File: src/rtl/glb_arb_pkg.sv
// Shared types and constants for the GLB stream write arbiter.
package glb_arb_pkg;

  localparam int              TOKEN_W    = 17;
  localparam logic [TOKEN_W-1:0] DONE_TOKEN = 17'h10100;

  typedef enum logic [1:0] {
    IDLE = 2'd0,
    ARM  = 2'd1,
    RUN  = 2'd2,
    DONE = 2'd3
  } arb_state_t;

endpackage

File: src/rtl/rr_arbiter.sv
// Combinational round-robin arbiter: one-hot grant to the first request at or after ptr.
module rr_arbiter #(
  parameter  int N  = 4,
  localparam int PW = (N > 1) ? $clog2(N) : 1
) (
  input  logic [N-1:0]  req,
  input  logic [PW-1:0] ptr,
  output logic [N-1:0]  grant
);

  logic          found;
  logic [PW-1:0] idx;

  // Scan N positions starting at ptr, wrapping, and grant the first requester.
  always_comb begin
    grant = '0;
    found = 1'b0;
    idx   = '0;
    for (int k = 0; k < N; k++) begin
      idx = PW'((int'(ptr) + k) % N);
      if (!found && req[idx]) begin
        grant[idx] = 1'b1;
        found      = 1'b1;
      end
    end
  end

endmodule

File: src/rtl/glb_stream_write_arb.sv
// Round-robin arbiter sharing one GLB write port among NUM_REQ token streams.
// Each stream owns a REGION_DEPTH-word address region and retires after TX_NUM
// done tokens. Optional feature macro: GLB_ARB_PERF_EN adds per-stream stall counters.
module glb_stream_write_arb
  import glb_arb_pkg::*;
#(
  parameter  int NUM_REQ      = 4,
  parameter  int DATA_W       = 17,
  parameter  int REGION_DEPTH = 2048,
  parameter  int TX_NUM       = 1,
  localparam int ADDR_W       = $clog2(NUM_REQ * REGION_DEPTH)
) (
  input  logic                      clk,
  input  logic                      rst_n,
  input  logic                      flush,
  input  logic [NUM_REQ*DATA_W-1:0] in_data,
  input  logic [NUM_REQ-1:0]        in_valid,
  output logic [NUM_REQ-1:0]        in_ready,
  output logic                      glb_wr_en,
  output logic [ADDR_W-1:0]         glb_wr_addr,
  output logic [DATA_W-1:0]         glb_wr_data,
  input  logic                      glb_wr_ready,
  output logic [NUM_REQ-1:0]        done,
  output logic [NUM_REQ-1:0]        overflow,
  output logic                      all_done
`ifdef GLB_ARB_PERF_EN
  ,
  output logic [NUM_REQ*16-1:0]     stall_cnt
`endif
);

  localparam int PW = $clog2(NUM_REQ);
  localparam int OW = $clog2(REGION_DEPTH) + 1;  // one extra bit to represent "region full"
  localparam int CW = $clog2(TX_NUM + 1);

  arb_state_t state, state_nxt;

  logic [NUM_REQ-1:0][DATA_W-1:0] in_tok;
  logic [NUM_REQ-1:0][OW-1:0]     wr_ptr;
  logic [NUM_REQ-1:0]             req, grant, hit;
  logic [PW-1:0]                  rr_ptr, win;
  logic                           run, slot_free, xfer, win_full;

  assign in_tok    = in_data;
  assign run       = (state == RUN);
  // Out reg can take a new token if empty or being drained this cycle.
  assign slot_free = !glb_wr_en || glb_wr_ready;
  assign req       = in_valid & ~done & {NUM_REQ{run}};
  // A flush cycle accepts nothing, so no source believes a token was consumed that is then discarded.
  assign in_ready  = grant & {NUM_REQ{run && slot_free && !flush}};
  assign hit       = in_valid & in_ready;
  assign xfer      = |hit;
  assign win_full  = (wr_ptr[win] == OW'(REGION_DEPTH));
  assign all_done  = (state == DONE);

  rr_arbiter #(.N(NUM_REQ)) u_rr (
    .req   (req),
    .ptr   (rr_ptr),
    .grant (grant)
  );

  // Encode the one-hot grant into the winning stream index.
  always_comb begin
    win = '0;
    for (int k = 0; k < NUM_REQ; k++)
      if (grant[k]) win = PW'(k);
  end

  // State register.
  always_ff @(posedge clk or negedge rst_n)
    if (!rst_n) state <= IDLE;
    else        state <= state_nxt;

  // Next state: flush always re-arms; DONE only once the out reg has drained.
  always_comb begin
    state_nxt = state;
    if (flush) state_nxt = ARM;
    else begin
      case (state)
        IDLE:    state_nxt = IDLE;
        ARM:     state_nxt = RUN;
        RUN:     if (&done && !glb_wr_en) state_nxt = DONE;
        DONE:    state_nxt = DONE;
        default: state_nxt = IDLE;
      endcase
    end
  end

  // Output register: loads on a handshake, holds while GLB stalls, drops when drained.
  always_ff @(posedge clk or negedge rst_n)
    if (!rst_n) begin
      glb_wr_en   <= 1'b0;
      glb_wr_addr <= '0;
      glb_wr_data <= '0;
    end else if (flush) begin
      glb_wr_en   <= 1'b0;
      glb_wr_addr <= '0;
      glb_wr_data <= '0;
    end else if (xfer) begin
      // A token for a full region is accepted but never written.
      glb_wr_en <= !win_full;
      if (!win_full) begin
        glb_wr_addr <= ADDR_W'(win) * ADDR_W'(REGION_DEPTH) + ADDR_W'(wr_ptr[win]);
        glb_wr_data <= in_tok[win];
      end
    end else if (glb_wr_ready) begin
      glb_wr_en <= 1'b0;
    end

  // Round-robin pointer advances past the winner only on a transfer.
  always_ff @(posedge clk or negedge rst_n)
    if (!rst_n)     rr_ptr <= '0;
    else if (flush) rr_ptr <= '0;
    else if (xfer)  rr_ptr <= (win == PW'(NUM_REQ - 1)) ? '0 : win + 1'b1;

  for (genvar i = 0; i < NUM_REQ; i++) begin : g_strm
    logic [OW-1:0] ptr_q;
    logic [CW-1:0] cnt_q;
    logic          done_q, ovf_q, is_done_tok;

    assign is_done_tok = (in_tok[i] == DATA_W'(DONE_TOKEN));
    assign wr_ptr[i]   = ptr_q;
    assign done[i]     = done_q;
    assign overflow[i] = ovf_q;

    // Per-stream write pointer, done-token count and sticky flags.
    always_ff @(posedge clk or negedge rst_n)
      if (!rst_n) begin
        ptr_q  <= '0;
        cnt_q  <= '0;
        done_q <= 1'b0;
        ovf_q  <= 1'b0;
      end else if (flush) begin
        ptr_q  <= '0;
        cnt_q  <= '0;
        done_q <= 1'b0;
        ovf_q  <= 1'b0;
      end else if (hit[i]) begin
        if (ptr_q == OW'(REGION_DEPTH)) ovf_q <= 1'b1;
        else                            ptr_q <= ptr_q + 1'b1;
        if (is_done_tok) begin
          cnt_q <= cnt_q + 1'b1;
          if (cnt_q == CW'(TX_NUM - 1)) done_q <= 1'b1;
        end
      end

`ifdef GLB_ARB_PERF_EN
    logic [15:0] stall_q;
    assign stall_cnt[i*16 +: 16] = stall_q;

    // Saturating count of cycles a live stream waits in RUN.
    always_ff @(posedge clk or negedge rst_n)
      if (!rst_n)     stall_q <= '0;
      else if (flush) stall_q <= '0;
      else if (run && in_valid[i] && !in_ready[i] && !done[i] && stall_q != 16'hFFFF)
        stall_q <= stall_q + 1'b1;
`endif
  end

endmodule

File: config.mk
export PLATFORM = sky130hd
export DESIGN_NAME = glb_stream_write_arb
export DESIGN_NICKNAME = d
export VERILOG_FILES = /design/src/rtl/glb_arb_pkg.sv /design/src/rtl/rr_arbiter.sv /design/src/rtl/glb_stream_write_arb.sv
export SDC_FILE = /design/constraint.sdc
export NUM_CORES = 1
export LEC_CHECK = 0
export BUFFER_PORTS_ARGS = -buffer_cell sky130_fd_sc_hd__buf_4
export CELL_PAD_IN_SITES_DETAIL_PLACEMENT = 0
export CELL_PAD_IN_SITES_GLOBAL_PLACEMENT = 1
export CORE_UTILIZATION = 42
export DETAILED_ROUTE_END_ITERATION = 6
export PLACE_DENSITY = 0.81
export SLEW_MARGIN = 20
export SYNTH_ARGS = -nofsm -noshare
export SYNTH_HDL_FRONTEND = slang
export SYNTH_HIERARCHICAL = 1
export SYNTH_SLANG_ARGS = --single-unit
File: constraint.sdc
create_clock -name clk -period 5.1 [get_ports clk]
set_input_delay 0.255 -clock clk [delete_from_list [all_inputs] [get_ports clk]]
set_output_delay 0.255 -clock clk [all_outputs]
set_load 0.01 [all_outputs]
---- Word-level counts from Yosys, hierarchy flattened ----
Index checks and enable logic that the tools add are counted.
word-level totals
  register bits ........................... 95
  input port bits ......................... 76
  logic and storage cells ................. 222
operators by class
  add/subtract/negate cells ............... 13
  magnitude comparators ................... 9
  equality and inequality tests ........... 23
  mux-type cells .......................... 97
  bitwise operators ....................... 8
  reduce and logical (&&, ||, !) cells .... 51
operators by type and width
  cell                   count
  $mux 12                13
  $eq 17x17->1 const B   4
  $mux 17                4
  $eq 12x12->1 const B   5
  $mux 1                 55
  $add 12x1->12 const B  4
  $mux 13                3
  $bmux 17 s2            1
  $reduce_and 2->1       13
  $reduce_bool 2->1      13
  $bmux 12 s2            1
  $ne 2x2->1 const B     9
  $and 4x4->4            4
  $mux 4                 4
  $lt 2x3->1 const B     5
  $mux 2                 7
  $add 13x12->13         1
  $or 4x4->4             3
  $reduce_and 3->1       4
  $logic_and 1x1->1      10
  $bmux 1 s2             4
  $demux 1 s2            4
  $ge 2x1->1 const B     4
  $pmux 2 s4             1
  13 further kinds       25

---- Logic depth before layout (Yosys ltp) ----
  depth in word-level cells ............... 24
  gate-level depth with buffers ........... 16
  gate-level depth less buffers ........... 12

---- Modules after synthesis ----
Netlist, hierarchy kept.
by module, submodules not included
  module                times used  cells an instance  area an instance (um^2)
  glb_stream_write_arb  1           654                5814.3
  rr_arbiter            1           30                 302.8

---- Worst setup path before layout ----
Ideal clock, no wire load.
  kind .................................... flip-flop to flip-flop
  start ................................... register state[1]
  end ..................................... register glb_wr_addr[11]
  library setup time ...................... 0.125 ns
  arrival ................................. 3.478 ns
  path slack .............................. 1.497 ns
  stages on the path, launching flop included .. 16
  clock period less this slack ............ 3.603 ns
  cells stage by stage .................... dfrtp_1 nand2b_1 buf_4 nor3b_1 mux4_2 nor4b_4 a221o_1 buf_4 buf_6 mux2i_1 o21ai_1 nor4_1 o22ai_2 nor2_1 buf_6 mux2_4
between the ends
  longest elaborated chain between the ends .. 23
  elaborated cells on any way between the ends .. 44
  classes of those cells .................. 1 x add/sub; 3 x eq/ne; 23 x mux; 6 x bitwise; 11 x reduce/logical
ends and longest elaborated chain
  item                           RTL line                                                 source
  start, declared                glb_stream_write_arb.sv:36                               arb_state_t state, state_nxt;
  start signal, assigned         glb_stream_write_arb.sv:72                               else state <= state_nxt;
  $eq 2x2->1 *                   glb_stream_write_arb.sv:45                               assign run = (state == RUN);
  $and 4x4->4 *                  glb_stream_write_arb.sv:48                               assign req = in_valid & ~done & {NUM_REQ{run}};
  net req[3]                     glb_stream_write_arb.sv:40                               logic [NUM_REQ-1:0] req, grant, hit;
  $bmux 1 s2                     rr_arbiter.sv:21                                         if (!found && req[idx]) begin
  $mux 1 (not written as such)   rr_arbiter.sv:21
  $mux 1                         rr_arbiter.sv:21
  $logic_not 1->1                rr_arbiter.sv:21
  $logic_and 1x1->1              rr_arbiter.sv:21
  [7 not listed]                 --
  net grant[1]                   glb_stream_write_arb.sv:40
  $mux 1                         glb_stream_write_arb.sv:66                               if (grant[k]) win = PW'(k);
  $mux 2 (2 in series)           glb_stream_write_arb.sv:66
  $bmux 12 s2                    glb_stream_write_arb.sv:53, glb_stream_write_arb.sv:103
  $mux 12 (not written as such)  glb_stream_write_arb.sv:53, glb_stream_write_arb.sv:103
  $add 13x12->13                 glb_stream_write_arb.sv:103                              glb_wr_addr <= ADDR_W'(win) * ADDR_W'(REGION_DEPTH) + ADDR_W'(wr_ptr[win]);
  $mux 13                        glb_stream_write_arb.sv:102                              if (!win_full) begin
  $mux 13                        glb_stream_write_arb.sv:99                               end else if (xfer) begin
  $mux 13                        glb_stream_write_arb.sv:95                               end else if (flush) begin
  end signal, assigned           glb_stream_write_arb.sv:103
  end, declared                  glb_stream_write_arb.sv:20                               output logic [ADDR_W-1:0] glb_wr_addr,
The timed path passes the listed nets; every way through them passes the cells marked *. The select of a mux whose other input is x is not followed.
A chain may end at the register's enable or synchronous reset.

---- Worst setup path after layout ----
  start ................................... register state[0]
  end ..................................... register g_strm[2].ptr_q[5]
between the ends
  longest elaborated chain between the ends .. 18
  elaborated cells on any way between the ends .. 32
  classes of those cells .................. 1 x eq/ne; 15 x mux; 6 x bitwise; 10 x reduce/logical
ends and longest elaborated chain
  item                                  RTL line                     source
  $eq 2x2->1 *                          glb_stream_write_arb.sv:45
  $and 4x4->4 *                         glb_stream_write_arb.sv:48
  net req[3]                            glb_stream_write_arb.sv:40
  $bmux 1 s2                            rr_arbiter.sv:21
  $mux 1 (not written as such)          rr_arbiter.sv:21
  $mux 1                                rr_arbiter.sv:21
  $logic_not 1->1                       rr_arbiter.sv:21
  $logic_and 1x1->1                     rr_arbiter.sv:21
  [4 not listed]                        --
  $logic_not 1->1                       rr_arbiter.sv:21
  $logic_and 1x1->1                     rr_arbiter.sv:21
  $mux 4 *                              rr_arbiter.sv:21
  net grant[2]                          glb_stream_write_arb.sv:40
  $and 4x4->4 *                         glb_stream_write_arb.sv:50   assign in_ready = grant & {NUM_REQ{run && slot_free && !flush}};
  $and 4x4->4 *                         glb_stream_write_arb.sv:51   assign hit = in_valid & in_ready;
  $reduce_bool 2->1 (no source line) *  --
  $reduce_and 2->1 (no source line) *   --
  end signal, assigned                  glb_stream_write_arb.sv:140  else ptr_q <= ptr_q + 1'b1;
  end, declared                         glb_stream_write_arb.sv:117  logic [OW-1:0] ptr_q;
Marked as above.

==> impl_metrics.tcl <==
set metrics [dict create \
    net_count_after_synthesis 775 \
    synth_seq_cells 95 \
    cts.path.max_buffers 2 \
    initial_utilization_pct 43.6 \
    mostFrequentLayoutCell "sky130_fd_sc_hd__buf_4" \
    slew_viol_final 0 \
    ir_worst_vdd_mv 0.130 \
    finalSetupViolCount 0 \
    num_antenna_cells 0 \
    ctsResizeCount 0 \
    crit_path_end "g_strm[2].ptr_q[5]" \
    post-route-drc-count 0 \
    timing.rr.start "state[0]" \
    path_clk_slew_ps 70 \
    hp-class "input port to register" \
    max_clock_freq_mhz 213 \
    post_layout_nonfiller_instances 963 \
    worst_pin_slew_ps 1080 \
    hpwl_um 13500 \
    detailedRoute.firstIterationViolations 322 \
    core_mm2 0.0140 \
    ys_async_rst_share_pct 100 \
    clockRootBuffer "sky130_fd_sc_hd__clkbuf_16" \
    synth-edff-count 0 \
    powerDensity_mw_per_mm2 226 \
    sequentialPowerShare_pct 46.7 \
    start_kind "register" \
    startpoint_to_endpoint_class_of_the_critical_path "register to register" \
    cp-end-kind "register" \
    io_pins 120 \
    reg2reg_slack_ps 420 \
    filler_cell_count 1289 \
    rsz_0062_raised_after_global_routing "no" \
    number_of_cells_on_the_worst_reg_to_reg_path 11 \
    switching_power_as_a_share_of_total_power_pct 27.9 \
    cts_buffers 9 \
    routed_via_density 5.72 \
    clock-sinks 95 \
    global_route.usage.total_pct 24.3 \
    syn_area_mm2 0.00612 \
    dieArea_mm2 0.0151 \
    global_route.overflow_total 0 \
    cp_required_ps 5370 \
    outcome "finished clean" \
    drtAntennaViolNets 0 \
    power_switching_mw 0.466 \
    ys_seq_area_share_pct 38.9 \
    multi_input_area_mm2 0.00343 \
    timing_hold_violations_final 0 \
    start_point_of_the_critical_path "state[0]" \
    layout.cells.most_common_list "126 x sky130_fd_sc_hd__buf_4, 100 x sky130_fd_sc_hd__nor2_1, 95 x sky130_fd_sc_hd__dfrtp_1, 65 x sky130_fd_sc_hd__nand2_1, 55 x sky130_fd_sc_hd__a21oi_1" \
    die_w_um 123 \
    worst-endpoint-arrival_ps 4960 \
    pwr-share-comb_pct 14.1 \
    antenna_found_initial 0 \
    numPortBuffers 119 \
    netlist.area_leader.share_pct 38.9 \
    post-cts-setup-buffers 0 \
    intPower_mw 1.20 \
    crit_fanout 35 \
    drt-total-wl_um 17900 \
    first_global_vias 5461 \
    dominantRegCellSynth "sky130_fd_sc_hd__dfrtp_1" \
    maxCapViolations 0 \
    grt_start_max_net_pins 82 \
    wl_per_cell_um 18.6 \
    first_pass_grt_wire_length_um 27900 \
    areaGrowthSynthToFinish_pct 20.4 \
    synth.largest_area_cell "sky130_fd_sc_hd__dfrtp_1" \
    die_height_um 123 \
    drtPass1Iterations 5 \
    timing.clock.skew_ps 8.77 \
    sequential_cell_area_mm2 0.00238 \
    std_cell_rows 43 \
    clkPwrFrac_pct 39.2 \
    avgSynthCellArea_um2 8.94 \
    h-tree-depth 3 \
    timing.slew.headroom_pct 27.7 \
    clk_latency_ps 360 \
    synth-warning-count 6 \
    place.detailed.instances 946 \
    synth.area.top_cells "sky130_fd_sc_hd__dfrtp_1 39%, sky130_fd_sc_hd__mux2i_1 8.3%, sky130_fd_sc_hd__nor2_1 6.2%" \
    nNetsFinal 869 \
    gpl.final_weighted_congestion 0.883 \
    yosys.cell_types.count 61 \
    p_leak_nw 3.30 \
    final_min_period_over_clock_period_pct 91.9 \
    detailroute.via_count 5510 \
    reg2reg_to "g_strm[2].ptr_q[5]" \
    drive_gt1_share_pct 20.9 \
    totalNegativeSetupSlack_ps 0 \
    synthCells 684 \
    tritoncts "built" \
    final_period_minus_worst_setup_slack_ps 4680 \
]
## cells by family (layout without fill, tap and decap cells)
| group | count (synthesis) | count (layout) | share of synthesized area (%) |
|---|---|---|---|
| compound gates | 123 | 123 | 13.1 |
| xor+xnor | 36 | 36 | 5.15 |
| fa+ha+maj | 15 | 15 | 3.07 |
| buf+inv | 66 | 165 | 5.22 |
| flops | 95 | 95 | 38.9 |
| mux | 61 | 61 | 11.0 |
| simple gates | 288 | 288 | 23.5 |
## power groups by stage
stage / sequential [mW] / combinational, mW / clock, mW
after CTS: 0.778 / 0.234 / 0.672
final: 0.779 / 0.235 / 0.655
after floorplan: 0.788 / 0.126 / 0
after global placement: 0.792 / 0.230 / 0
after global routing: 0.780 / 0.259 / 0.700
after detailed placement: 0.793 / 0.233 / 0
## cells in the mapped netlist, types with 9 or more instances
master                      instances
sky130_fd_sc_hd__nor2_1           101
sky130_fd_sc_hd__dfrtp_1           95
sky130_fd_sc_hd__nand2_1           65
sky130_fd_sc_hd__a21oi_1           55
sky130_fd_sc_hd__mux2i_1           51
sky130_fd_sc_hd__o21ai_0           30
sky130_fd_sc_hd__nand3_1           21
sky130_fd_sc_hd__inv_1             20
sky130_fd_sc_hd__xor2_1            19
sky130_fd_sc_hd__clkbuf_1          18
sky130_fd_sc_hd__nand4_1           18
sky130_fd_sc_hd__xnor2_1           17
sky130_fd_sc_hd__ha_1              15
sky130_fd_sc_hd__nor4_1            14
sky130_fd_sc_hd__buf_4             12
sky130_fd_sc_hd__nor3_1            11
sky130_fd_sc_hd__nor4b_1           10
sky130_fd_sc_hd__or3_1             10
sky130_fd_sc_hd__buf_2              9
sky130_fd_sc_hd__o2bb2ai_1          9
## worst max-delay path, cell delays in order, from the launching register on
cell and delay [ps]:
sky130_fd_sc_hd__dfrtp_1 380, sky130_fd_sc_hd__nand2b_1 390, sky130_fd_sc_hd__nor3b_1 170, sky130_fd_sc_hd__mux4_2 620, sky130_fd_sc_hd__nor4b_4 400, sky130_fd_sc_hd__a221o_1 640
sky130_fd_sc_hd__buf_4 430, sky130_fd_sc_hd__nand2_1 140, sky130_fd_sc_hd__nor4_4 440, sky130_fd_sc_hd__nand4_1 410, sky130_fd_sc_hd__or3_1 430, sky130_fd_sc_hd__a21oi_1 140
## what timing repair did
item,4_1_cts,5_1_grt
hold endpoints to repair,14,0
hold buffers,1,0
endpoints found under the setup margin,0,0
## worst min path at each step
stage / endpoint / cells past startpoint / slack (ps) / startpoint
after global routing: glb_wr_data[0] / 3 / 210 / in_data[51]
final: glb_wr_data[15] / 3 / 200 / in_data[66]
after detailed placement: g_strm[1].cnt_q / 1 / 120 / rst_n
after global placement: g_strm[0].cnt_q / 1 / 120 / rst_n
after floorplan: g_strm[0].cnt_q / 0 / -40 / rst_n
after CTS: glb_wr_data[7] / 3 / 190 / in_data[58]
## per-layer routing
layer / GRT usage [%] / share of wire (%) / vias up
li1: - / - / 2607
met1: 29.7 / 42 / 2713
met2: 42.7 / 49 / 161
met3: 3.81 / 5.7 / 29
met4: 9.76 / 2.3 / 0
met5: 0 / 0 / -
## metrics by stage
| step | util, % | hold slack [ps] | setup WS [ps] | power, mW | area (um^2) |
|---|---|---|---|---|---|
| detailed placement | 50.3 | 125 | 455 | 1.03 | 7060 |
| floorplan | - | -40.6 | 1500 | 0.914 | 6120 |
| finish | 52.4 | 200 | 415 | 1.67 | 7360 |
| CTS | 52.4 | 188 | 429 | 1.68 | 7360 |
| global placement | 50.3 | 117 | 662 | 1.02 | 7060 |
| global route | 52.4 | 213 | 92.0 | 1.74 | 7360 |
## layout make-up
cell class,instances,area share (%)
Tap cell,180,3.06
Sequential cell,95,32.3
Inverter,21,1.07
Clock inverter,7,0.815
Timing Repair Buffer,128,13.1
Clock buffer,9,3.06
Multi-Input combinational cell,523,46.6
## sequential cells by signal (all words and copies together), names as in the netlist
register	flops
g_strm.ovf_q	4
glb_wr_addr	13
g_strm.cnt_q	4
rr_ptr	2
glb_wr_data	17
state	2
glb_wr_en	1
g_strm.done_q	4
g_strm.ptr_q	48
Power figures use the tool's default switching activity.
